<file path="src/rtl/p2s_pkg.sv">
// Shared types and sizing helpers for the parallel-to-serial stream converter.
package p2s_pkg;

    typedef enum logic {
        P2S_MSB_FIRST = 1'b0,
        P2S_LSB_FIRST = 1'b1
    } p2s_order_e;

    function automatic int p2s_beats(input int n, input int w);
        return n / w;
    endfunction

    // A one-beat word still needs a 1-bit counter so the port widths stay legal.
    function automatic int p2s_cnt_w(input int n, input int w);
        int b;
        b = n / w;
        return (b > 2) ? $clog2(b) : 1;
    endfunction

endpackage

</file>
<file path="src/rtl/p2s_hold_reg.sv">
// One-entry N-bit holding buffer with load/unload and a valid flag.
module p2s_hold_reg
    import p2s_pkg::*;
#(
    parameter int N = 8
) (
    input  logic         clk,
    input  logic         rst,
    input  logic         load,
    input  logic [N-1:0] load_data,
    input  logic         unload,
    output logic         valid,
    output logic [N-1:0] data
);

    logic         valid_q, valid_d;
    logic [N-1:0] data_q, data_d;

    // Load wins over unload; the parent never requests both in one cycle.
    always_comb begin
        valid_d = valid_q;
        data_d  = data_q;
        if (load) begin
            valid_d = 1'b1;
            data_d  = load_data;
        end else if (unload) begin
            valid_d = 1'b0;
        end
    end

    always_ff @(posedge clk) begin
        if (rst) begin
            valid_q <= 1'b0;
            data_q  <= '0;
        end else begin
            valid_q <= valid_d;
            data_q  <= data_d;
        end
    end

    assign valid = valid_q;
    assign data  = data_q;

endmodule

</file>
<file path="src/rtl/p2s_stream_converter.sv">
// Parallel-to-serial converter: N-bit words in, W-bit beats out, with a one-word
// holding buffer so consecutive words stream without bubbles.
module p2s_stream_converter
    import p2s_pkg::*;
#(
    parameter int N         = 8,
    parameter int W         = 1,
    parameter int LSB_FIRST = 1
) (
    input  logic         clk,
    input  logic         rst,
    input  logic         par_valid,
    input  logic [N-1:0] par_data,
    output logic         par_ready,
    input  logic         ser_ready,
    output logic         ser_valid,
    output logic [W-1:0] ser_data,
    output logic         ser_last
);

    localparam int                 BEATS    = p2s_beats(N, W);
    localparam int                 CNT_W    = p2s_cnt_w(N, W);
    localparam logic [CNT_W-1:0]   LAST_CNT = CNT_W'(BEATS - 1);
    localparam p2s_order_e         ORDER    = (LSB_FIRST != 0) ? P2S_LSB_FIRST : P2S_MSB_FIRST;

    logic [N-1:0]     sh_q, sh_d;
    logic             sh_valid_q, sh_valid_d;
    logic [CNT_W-1:0] cnt_q, cnt_d;

    logic             hd_valid;
    logic [N-1:0]     hd_data;
    logic             hd_load;
    logic             hd_unload;

    logic             acc;
    logic             fire;
    logic             at_last;
    logic             done;

    p2s_hold_reg #(.N(N)) u_hold (
        .clk       (clk),
        .rst       (rst),
        .load      (hd_load),
        .load_data (par_data),
        .unload    (hd_unload),
        .valid     (hd_valid),
        .data      (hd_data)
    );

    assign par_ready = !hd_valid;
    assign acc       = par_valid & par_ready;
    assign fire      = sh_valid_q & ser_ready;
    assign at_last   = (cnt_q == LAST_CNT);
    assign done      = fire & at_last;

    // Shifter/counter control; a finishing word hands over to the held word
    // first, otherwise straight to an incoming word for zero-bubble streaming.
    always_comb begin
        sh_d       = sh_q;
        sh_valid_d = sh_valid_q;
        cnt_d      = cnt_q;
        hd_load    = 1'b0;
        hd_unload  = 1'b0;
        if (!sh_valid_q) begin
            if (acc) begin
                sh_d       = par_data;
                sh_valid_d = 1'b1;
                cnt_d      = '0;
            end
        end else if (done) begin
            cnt_d = '0;
            if (hd_valid) begin
                sh_d      = hd_data;
                hd_unload = 1'b1;
            end else if (acc) begin
                sh_d = par_data;
            end else begin
                sh_valid_d = 1'b0;
            end
        end else if (fire) begin
            sh_d    = (ORDER == P2S_LSB_FIRST) ? (sh_q >> W) : (sh_q << W);
            cnt_d   = cnt_q + CNT_W'(1);
            hd_load = acc;
        end else begin
            hd_load = acc;
        end
    end

    always_ff @(posedge clk) begin
        if (rst) begin
            sh_q       <= '0;
            sh_valid_q <= 1'b0;
            cnt_q      <= '0;
        end else begin
            sh_q       <= sh_d;
            sh_valid_q <= sh_valid_d;
            cnt_q      <= cnt_d;
        end
    end

    assign ser_valid = sh_valid_q;
    assign ser_last  = sh_valid_q & at_last;
    assign ser_data  = (ORDER == P2S_LSB_FIRST) ? sh_q[W-1:0] : sh_q[N-1 -: W];

endmodule
</file>
<file path="config.mk">
export PLATFORM = sky130hd
export DESIGN_NAME = p2s_stream_converter
export DESIGN_NICKNAME = d
export VERILOG_FILES = /design/src/rtl/p2s_pkg.sv /design/src/rtl/p2s_hold_reg.sv /design/src/rtl/p2s_stream_converter.sv
export SDC_FILE = /design/constraint.sdc
export NUM_CORES = 1
export LEC_CHECK = 0
export BUFFER_PORTS_ARGS = -buffer_cell sky130_fd_sc_hd__buf_2
export CORE_MARGIN = 2
export CORE_UTILIZATION = 58
export CTS_CLUSTER_SIZE = 28
export DETAILED_ROUTE_END_ITERATION = 6
export GPL_TIMING_DRIVEN = 0
export PLACE_DENSITY = 0.81
export REMOVE_ABC_BUFFERS = 1
export SLEW_MARGIN = 5
export SYNTH_ARGS = -nofsm -noshare
export SYNTH_HDL_FRONTEND = slang
export SYNTH_SLANG_ARGS = --single-unit
export TNS_END_PERCENT = 5
</file>
<file path="constraint.sdc">
create_clock -name clk -period 4.8 [get_ports clk]
set_input_delay 0.48 -clock clk [delete_from_list [all_inputs] [get_ports clk]]
set_output_delay 0.48 -clock clk [all_outputs]
set_load 0.01 [all_outputs]
</file>
==> impl_metrics.yaml <==
worst_setup_path:
  crit_fanout: 10
  cp_data_required_time_ns: 4.32
  regToRegStartpoint: "u_hold.valid"
  endpoint_kind: "primary output"
  setup.reg_to_reg.worst_slack_ns: 3.00
  crit_arrival_ns: 1.46
  rr_endpoint: "sh_q[2]"
  crit_path_start_kind: "flop"
  reg2regPathDepth: 4
  critPathKind: "flop to primary output"
sta:
  layout_worst_path_cycle_share: 0.4043
  final-max-slew-violation-count: 0
  fmax_ghz: 0.5153
  finalHoldViolations: 0
  timing.final.crit_period_ns: 1.941
  grt_setup_unrepaired: "no"
  worst_clock_skew_ns: 0.007644
  tightestPinTransition_ns: 0.9517
  timing.max_slew.rel_slack: 0.3642
  timing.final.ws_setup_ns: 2.859
  totalNegativeSetupSlack_ns: 0
  setup-violations-final: 0
  fin_worst_hold_slack_ns: 0.4147
synth:
  ys_ff_latch: 21
  ffs_w_async_s_r_synth: 0
  yosysTopAreaCell: "dfxtp_1"
  yosysUniqueCellTypes: 32
  synth-edff-count: 0
  ys.flop_type: "dfxtp_1"
  post_synthesis_cells: 115
  syn-mean-instance-area_um2: 9.194
  synth_warn: 0
  synth-seq-area-share: 0.3976
  synth_area_leaders: "dfxtp_1 40%, mux2i_1 13%, nor2_1 4.6%, a2bb2oi_1 4.1%, a31oi_1 4.1%"
  synth.cell_area_um2: 1057
  post-synth-top-area-fraction: 0.3976
floorplanning:
  die_footprint_um2: 2180
  chipHeight_um: 46.70
  initial_core_util: 0.6123
  top_level_ports: 16
  chipWidth_um: 46.70
  fp-row-count: 15
  core_area_um2: 1727
grt:
  grtUsageTotal: 0.2149
  grt_max_degree: 22
  grt_pass1_vias: 757
  grt_antenna_before_repair: 0
  wire_length_of_the_first_global_routing_pass_um: 3291
  grt.overflow.total: 0
layout:
  stdcell_area_um2: 1150
  mostFrequentLayoutCells: "21 x dfxtp_1, 15 x buf_2, 14 x mux2i_1"
  mostFrequentLayoutCell: "dfxtp_1"
  count_of_filler_cells_inserted_in_the_layout: 157
  final_util: 0.6659
  insertedDiodeCount: 0
  area_delta_synth_final_pct: 8.757
  finish.cell_count_without_fillers: 151
  post_route_cells_drive_above_1_share: 0.1825
  final_nets: 141
power_and_ir_drop:
  pleak_nw: 0.4981
  power.share.clock: 0.256
  sw_frac_of_total: 0.2718
  combPwrFrac: 0.157
  vdd_ir_drop_max_mv: 0.2066
  power_uw: 328.7
  share_of_total_power_in_sequential_cells: 0.587
  cellInternalPower_uw: 239.3
  total_power_per_unit_cell_area_nw_per_um2: 285.9
  netSwitchingPower_uw: 89.36
placed_design:
  place_inst: 147
  place_area_um2: 1122
  dp_worst_setup_slack_ns: 2.738
  place.port_buffers: 15
  place_congestion: 0.7644
  detailed_place_hpwl_um: 1451
detailed_routing:
  vias: 870
  vias_per_inst: 5.762
  drt_first_iter_violations: 14
  drc: 0
  drt_first_pass_iters: 4
  routed_wirelength_um: 2065
  postRouteAntennaNets: 0
  detail_route.wl_per_cell_um: 13.68
clock_tree:
  htree_num_levels: 1
  clock_sinks: 21
  ctsHoldBuffers: 0
  cts-root-buf: "clkbuf_4"
  cts_tree: "done"
  clk_latency_ns: 0.30
  cts_max_path_buffers: 2
  post-cts-setup-buffer-count: 0
  cts_buffers: 3
  cts_repair_resize_count: 0
  clk_transition_reported_paths_ns: 0.12
worst_hold_path:
  worst_hold_path_type: "primary input to flop"
  hp-start: "par_data[5]"
  min_to: "u_hold.data[5]"
  whs_path_depth: 3
run_status:
  outcome: "finished, final reports clean"
run:
  timing.max_cap.violations: 0
## synth_stat cells (3+ instances only)
master	n
buf_2	6
dfxtp_1	21
a21oi_1	3
mux2i_1	14
a2bb2oi_1	5
nor2b_1	7
nand2_1	6
nor2_1	13
o21ai_0	7
a31oi_1	7
## sequential cells by signal, summed over array words and instances, names as in the netlist
| register | count |
|---|---|
| u_hold.data | 8 |
| cnt_q | 3 |
| ser_valid | 1 |
| u_hold.valid | 1 |
| sh_q | 8 |
## metal layers
metal	vias up	routed length, um	share of wire	global-route usage
li1	441	-	-	-
met3	4	74	0.036	0.04706
met5	-	0	0	0
met4	0	20	0.0097	0.06667
met1	406	1010	0.49	0.2986
met2	19	961	0.47	0.3306
## area by class of cell
| cell class | instances | area [um^2] | share of cell area |
|---|---|---|---|
| Timing Repair Buffer | 15 | 75.07 | 0.06529 |
| Tap cell | 25 | 31.28 | 0.02720 |
| Clock buffer | 3 | 22.52 | 0.01959 |
| Sequential cell | 21 | 420.4 | 0.3656 |
| Clock inverter | 1 | 5.005 | 0.004353 |
| Multi-Input combinational cell | 84 | 588.1 | 0.5114 |
| Inverter | 2 | 7.507 | 0.006529 |
## critical path, cell delays in order, from the launching register on
cell and delay (ns):
dfxtp_1 0.34, ha_1 0.20, ha_1 0.30, and2_1 0.20, buf_2 0.13
## power groups by stage
| stage | Combinational, mW | Sequential (mW) | Clock, mW |
|---|---|---|---|
| after floorplan | 0.0336 | 0.195 | 0 |
| after global placement | 0.0498 | 0.196 | 0 |
| after detailed placement | 0.0516 | 0.197 | 0 |
| after CTS | 0.0519 | 0.193 | 0.0906 |
| after global routing | 0.0575 | 0.194 | 0.0949 |
| final | 0.0517 | 0.193 | 0.0840 |
## worst max path at each step
| stage | start | to | slack (ns) |
|---|---|---|---|
| 3_3_place_gp | par_valid | u_hold.data[5] | 2.76 |
| 3_5_place_dp | par_valid | u_hold.data[2] | 2.74 |
| 5_1_grt | cnt_q[0] | ser_last | 2.76 |
| 6_report | cnt_q[0] | ser_last | 2.86 |
| 4_1_cts | cnt_q[0] | ser_last | 2.84 |
| 2_1_floorplan | par_valid | sh_q[1] | 3.14 |
## cell families (layout without fill, tap and decap cells)
kind of cell             after synthesis  in the layout  share of synthesized area
flip-flops                            21             21                     0.3976
AO/OA/AOI/OAI                         29             29                     0.1929
adder cells (fa/ha/maj)                2              2                    0.02366
AND/OR/NAND/NOR                       38             38                     0.1965
multiplexers                          15             15                     0.1432
buffers and inverters                 10             21                    0.04616
Note: power is estimated with default switching activity, not from simulation.
